<file path="src/rtl/arith_pkg.sv">
// Shared types and constants for the nibble-serial arithmetic units.
package arith_pkg;

  typedef enum logic [1:0] {
    IDLE = 2'd0,
    RUN  = 2'd1,
    DONE = 2'd2
  } state_e;

  localparam int NIBBLE = 4;

  // Width of the slice index counter: clog2(nslice), never less than one bit.
  function automatic int idx_width(input int nslice);
    return (nslice <= 1) ? 1 : $clog2(nslice);
  endfunction

endpackage

</file>
<file path="src/rtl/la_sub4.sv">
// 4-bit lookahead subtract slice: x - y - bin, computed as x + ~y + ~bin.
module la_sub4 (
  input  logic [3:0] x,
  input  logic [3:0] y,
  input  logic       bin,
  output logic [3:0] d,
  output logic       bout,
  output logic       b3
);

  logic [3:0] p;
  logic [3:0] g;
  logic [4:0] c;

  assign p    = x ^ ~y;
  assign g    = x & ~y;
  assign c[0] = ~bin;
  assign c[1] = g[0] | (p[0] & c[0]);
  assign c[2] = g[1] | (p[1] & g[0]) | (p[1] & p[0] & c[0]);
  assign c[3] = g[2] | (p[2] & g[1]) | (p[2] & p[1] & g[0])
              | (p[2] & p[1] & p[0] & c[0]);
  assign c[4] = g[3] | (p[3] & g[2]) | (p[3] & p[2] & g[1])
              | (p[3] & p[2] & p[1] & g[0]) | (p[3] & p[2] & p[1] & p[0] & c[0]);

  // A carry out of the add form is the absence of a borrow.
  assign d    = p ^ c[3:0];
  assign bout = ~c[4];
  assign b3   = ~c[3];

endmodule

</file>
<file path="src/rtl/nibble_serial_subtractor.sv">
// Multi-cycle subtractor, diff = a - b - bin, one nibble per cycle through la_sub4.
// Define NIBBLE_SUB_SAT_EN to saturate diff on signed overflow.
module nibble_serial_subtractor
  import arith_pkg::*;
#(
  parameter int WIDTH = 16
) (
  input  logic             clk,
  input  logic             rst,
  input  logic             in_valid,
  output logic             in_ready,
  input  logic [WIDTH-1:0] a,
  input  logic [WIDTH-1:0] b,
  input  logic             bin,
  output logic             out_valid,
  input  logic             out_ready,
  output logic [WIDTH-1:0] diff,
  output logic             bout,
  output logic             ovf,
  output logic             zero
);

  localparam int NSLICE = WIDTH / NIBBLE;
  localparam int IW     = idx_width(NSLICE);
  localparam logic [IW-1:0] LAST_IDX = IW'(NSLICE - 1);

  if (WIDTH < NIBBLE || (WIDTH % NIBBLE) != 0) begin : g_bad_width
    $error("nibble_serial_subtractor: WIDTH must be a positive multiple of 4");
  end

  state_e           state_q;
  logic [WIDTH-1:0] a_q, b_q, acc_q, diff_q;
  logic [IW-1:0]    idx_q;
  logic             borrow_q, out_valid_q, bout_q, ovf_q, zero_q;

  logic [NIBBLE-1:0] nib;
  logic              slice_bout, slice_b3;
  logic [WIDTH-1:0]  acc_d, diff_d;
  logic              ovf_d, zero_d;

  // Operands shift right each RUN cycle, so the slice always sees the low nibble.
  la_sub4 u_slice (
    .x    (a_q[NIBBLE-1:0]),
    .y    (b_q[NIBBLE-1:0]),
    .bin  (borrow_q),
    .d    (nib),
    .bout (slice_bout),
    .b3   (slice_b3)
  );

  // NOTE: every always_comb output gets a default first so no path can infer a latch.
  always_comb begin
    acc_d  = WIDTH'({nib, acc_q} >> NIBBLE);
    ovf_d  = slice_b3 ^ slice_bout;
    diff_d = acc_d;
`ifdef NIBBLE_SUB_SAT_EN
    if (ovf_d) begin
      diff_d = a_q[NIBBLE-1] ? {1'b1, {(WIDTH-1){1'b0}}} : {1'b0, {(WIDTH-1){1'b1}}};
    end
`endif
    zero_d = (diff_d == '0);
  end

  // NOTE: state registers use non-blocking assignments so every flop samples pre-edge values.
  always_ff @(posedge clk or posedge rst) begin
    if (rst) begin
      state_q     <= IDLE;
      a_q         <= '0;
      b_q         <= '0;
      acc_q       <= '0;
      borrow_q    <= 1'b0;
      idx_q       <= '0;
      out_valid_q <= 1'b0;
      diff_q      <= '0;
      bout_q      <= 1'b0;
      ovf_q       <= 1'b0;
      zero_q      <= 1'b0;
    end else begin
      case (state_q)
        IDLE: begin
          if (in_valid) begin
            a_q      <= a;
            b_q      <= b;
            borrow_q <= bin;
            idx_q    <= '0;
            acc_q    <= '0;
            state_q  <= RUN;
          end
        end
        RUN: begin
          a_q      <= a_q >> NIBBLE;
          b_q      <= b_q >> NIBBLE;
          borrow_q <= slice_bout;
          acc_q    <= acc_d;
          idx_q    <= idx_q + IW'(1);
          if (idx_q == LAST_IDX) begin
            state_q     <= DONE;
            out_valid_q <= 1'b1;
            diff_q      <= diff_d;
            bout_q      <= slice_bout;
            ovf_q       <= ovf_d;
            zero_q      <= zero_d;
          end
        end
        DONE: begin
          if (out_ready) begin
            out_valid_q <= 1'b0;
            state_q     <= IDLE;
          end
        end
        default: state_q <= IDLE;
      endcase
    end
  end

  assign in_ready  = (state_q == IDLE);
  assign out_valid = out_valid_q;
  assign diff      = diff_q;
  assign bout      = bout_q;
  assign ovf       = ovf_q;
  assign zero      = zero_q;

endmodule

</file>
<file path="config.mk">
export PLATFORM = sky130hd
export DESIGN_NAME = nibble_serial_subtractor
export DESIGN_NICKNAME = d
export VERILOG_FILES = /design/src/rtl/arith_pkg.sv /design/src/rtl/la_sub4.sv /design/src/rtl/nibble_serial_subtractor.sv
export SDC_FILE = /design/constraint.sdc
export NUM_CORES = 1
export LEC_CHECK = 0
export BUFFER_PORTS_ARGS = -buffer_cell sky130_fd_sc_hd__buf_2
export CELL_PAD_IN_SITES_DETAIL_PLACEMENT = 0
export CELL_PAD_IN_SITES_GLOBAL_PLACEMENT = 1
export CORE_MARGIN = 2
export CORE_UTILIZATION = 46
export CTS_CLUSTER_SIZE = 24
export DETAILED_ROUTE_END_ITERATION = 16
export PLACE_DENSITY_LB_ADDON = 0.1
export SLEW_MARGIN = 20
export SYNTH_ARGS = -nofsm -noshare
export SYNTH_HDL_FRONTEND = slang
export SYNTH_SLANG_ARGS = --single-unit
</file>
<file path="constraint.sdc">
create_clock -name clk -period 3.7 [get_ports clk]
set_clock_uncertainty 0.05 [all_clocks]
set_input_delay 0.74 -clock clk [delete_from_list [all_inputs] [get_ports clk]]
set_output_delay 0.74 -clock clk [all_outputs]
set_load 0.005 [all_outputs]
</file>
==> impl_metrics.py <==
metrics = {
    "clock_network": {
        "cts.sinks": 69,
        "insertion_delay_ns": 0.33,
        "htree_num_levels": 3,
        "cts_resized": 0,
        "numCtsBuffers": 9,
        "cts_buffer_depth": 2,
        "cts_root_buf": "clkbuf_8",
        "clkTransAtPathRegs_ns": 0.07,
        "post-cts-setup-buffers": 0,
        "tritoncts": "built",
        "cts_hold_buf": 0,
    },
    "timing": {
        "rsz0062_at_grt": "false",
        "hold_violations": 0,
        "finalWorstPathRequiredPeriod_ns": 2.47,
        "setup_viol": 0,
        "finalCritPeriodShare": 0.667,
        "setup_tns_ns": 0,
        "relSlewSlack": 0.415,
        "hold-worst-slack_ns": 0.427,
        "finalMaxSlewViolations": 0,
        "fmax_mhz": 405,
        "tightestPinTransition_ns": 0.876,
    },
    "yosys": {
        "synth_area_um2": 3240,
        "avgSynthCellArea_um2": 10.5,
        "ys_ff_latch": 69,
        "async_flop_share": 1.00,
        "post-synth-top-count-cell": "dfrtp_1",
        "syn_nets": 352,
        "syn_inst": 308,
        "yosysTopAreaCell": "dfrtp_1",
        "synth_edf_count": 0,
        "synth_top_area_frac": 0.533,
        "synthTopCellsByArea": "dfrtp_1 53%, o21ai_0 6.3%, a21oi_1 4.9%",
        "seq_area_frac_synth": 0.533,
        "synth_common_cells": "69 x dfrtp_1, 41 x o21ai_0, 36 x nand2_1",
        "synth_cell_types": 39,
        "ys.flop_type": "dfrtp_1",
        "yosysWarnings": 0,
    },
    "die": {
        "dieHeight_um": 87.9,
        "rows": 30,
        "die_area_um2": 7730,
        "io_pins": 58,
        "fp.dieW_um": 87.9,
        "initial_core_util": 0.477,
        "core_area_um2": 6790,
    },
    "worst_setup_path": {
        "cp-end-kind": "primary output",
        "rr_worst_depth": 4,
        "ff2ff_setup_slack_ns": 1.49,
        "r2r_end": "zero$_DFFE_PP0P_",
        "critPathCapture": "in_ready",
        "r2r-start": "state_q[1]$_DFFE_PP0P_",
        "cp_max_fo": 25,
        "arrival_ns": 1.68,
        "crit_type": "reg2out",
        "critPathLaunchType": "register",
        "cp-startpoint": "state_q[1]$_DFFE_PP0P_",
        "cp.required_ns": 2.91,
    },
    "placed_design": {
        "dp.cells": 445,
        "dpl.hpwl_um": 4590,
        "io_buffers": 57,
        "placed_area_um2": 3570,
        "routabilityCongestion": 0.723,
    },
    "route": {
        "initialDrtViolationCount": 96,
        "via_count": 2395,
        "ant_nets": 0,
        "routedWlPerCell_um": 14.8,
        "drcViolationCount": 0,
        "routed_wl_um": 6800,
        "dr.pass1.iters": 4,
        "via_per_inst": 5.20,
    },
    "job": {
        "cap_violations": 0,
    },
    "outcome": {
        "status": "complete, no violations",
    },
    "grt": {
        "grt_max_degree": 52,
        "grt_remaining_overflow": 0,
        "antenna_found_initial": 0,
        "grt_pass1_wl_um": 11700,
        "grt_pass1_vias": 2428,
        "track_usage": 0.195,
    },
    "cells_and_area": {
        "fin_cells": 461,
        "syn2layout_area_growth_pct": 17.8,
        "antenna_cells": 0,
        "drive_gt1_frac": 0.258,
        "post-route-util": 0.562,
        "design_area_um2": 3810,
        "final_nets": 404,
    },
    "power": {
        "power_frac_clock": 0.225,
        "switching_share": 0.360,
        "p_sw_mw": 1.18,
        "irDropWorstVdd_mv": 0.373,
        "p_int_mw": 2.10,
        "powerDensity_nw_per_um2": 862,
        "p_leak_nw": 1.86,
        "seqPwrFrac": 0.395,
        "p_comb_frac": 0.380,
    },
    "hold_path": {
        "min_path_cells": 2,
        "holdCritPathClass": "reg2reg",
    },
}
## stage by stage
step	power (mW)	setup slack, ns
2_1_floorplan	2.23	1.17
3_3_place_gp	2.55	1.33
3_5_place_dp	2.58	1.26
4_1_cts	3.33	1.20
5_1_grt	3.57	1.14
6_report	3.29	1.23
## registers in the layout, summed over array words and instances, names as in the netlist
| register | flops |
|---|---|
| ovf | 1 |
| acc_q | 12 |
| state_q | 2 |
| zero | 1 |
| diff | 16 |
| out_valid | 1 |
| bout | 1 |
| b_q | 16 |
| borrow_q | 1 |
| idx_q | 2 |
| a_q | 16 |
## layout make-up
cell class | count | area, um^2
flip-flops and latches | 69 | 1730
clock inverters | 4 | 95.1
well taps | 96 | 120
fillers | 617 | 2980
repair buffers | 62 | 323
multi-input cells | 210 | 1380
clock buffers | 12 | 145
inverters | 8 | 30.0
## critical path: stages (launching register included)
cell and delay (ns):
dfrtp_1 0.69, nor2_1 0.47, buf_2 0.19
## per-layer routing
metal  vias up  global-route usage  part of all wire
met5         -                   0                 0
met4         0              0.0671             0.011
met3         8              0.0330             0.036
met2        48               0.310              0.47
met1      1146               0.272              0.48
li1       1193                   -                 -
## logic make-up after synthesis
kind of cell | after synthesis | share of synthesized area
compound gates | 103 | 0.190
xor+xnor | 2 | 0.00541
fa+ha+maj | 7 | 0.0294
buf+inv | 29 | 0.0425
flops | 69 | 0.533
mux | 12 | 0.0498
simple gates | 86 | 0.149
## cell usage in the layout, fill, tap and decap left out, drive strengths merged
cell,instances
a21o,1
a21oi,32
a22o,9
a22oi,9
a32o,4
a32oi,1
and3b,15
buf,62
bufinv,3
clkbuf,12
clkinv,1
dfrtp,69
fa,1
ha,6
inv,8
mux2,12
nand2,37
nand2b,2
nand3,1
nand3b,1
nor2,9
nor2b,16
nor3b,1
nor4,2
o2111ai,1
o211ai,1
o21a,1
o21ai,42
o31a,1
o31ai,1
or2,1
or4,1
xnor2,1
xor2,1
## worst min path at each step
stage	start	to
6_report	diff[13]$_DFFE_PP0P_	diff[13]$_DFFE_PP0P_
5_1_grt	diff[13]$_DFFE_PP0P_	diff[13]$_DFFE_PP0P_
4_1_cts	diff[13]$_DFFE_PP0P_	diff[13]$_DFFE_PP0P_
3_5_place_dp	diff[13]$_DFFE_PP0P_	diff[13]$_DFFE_PP0P_
3_3_place_gp	diff[12]$_DFFE_PP0P_	diff[12]$_DFFE_PP0P_
2_1_floorplan	b_q[1]$_DFFE_PP0P_	b_q[1]$_DFFE_PP0P_
## power by group through the flow
stage	Combinational [mW]	Clock (mW)	Sequential (mW)
floorplan	0.988	0	1.24
global placement	1.25	0	1.30
detailed placement	1.26	0	1.31
CTS	1.27	0.758	1.30
global route	1.43	0.794	1.34
finish	1.25	0.740	1.30
(Power assumes the default switching activity.)
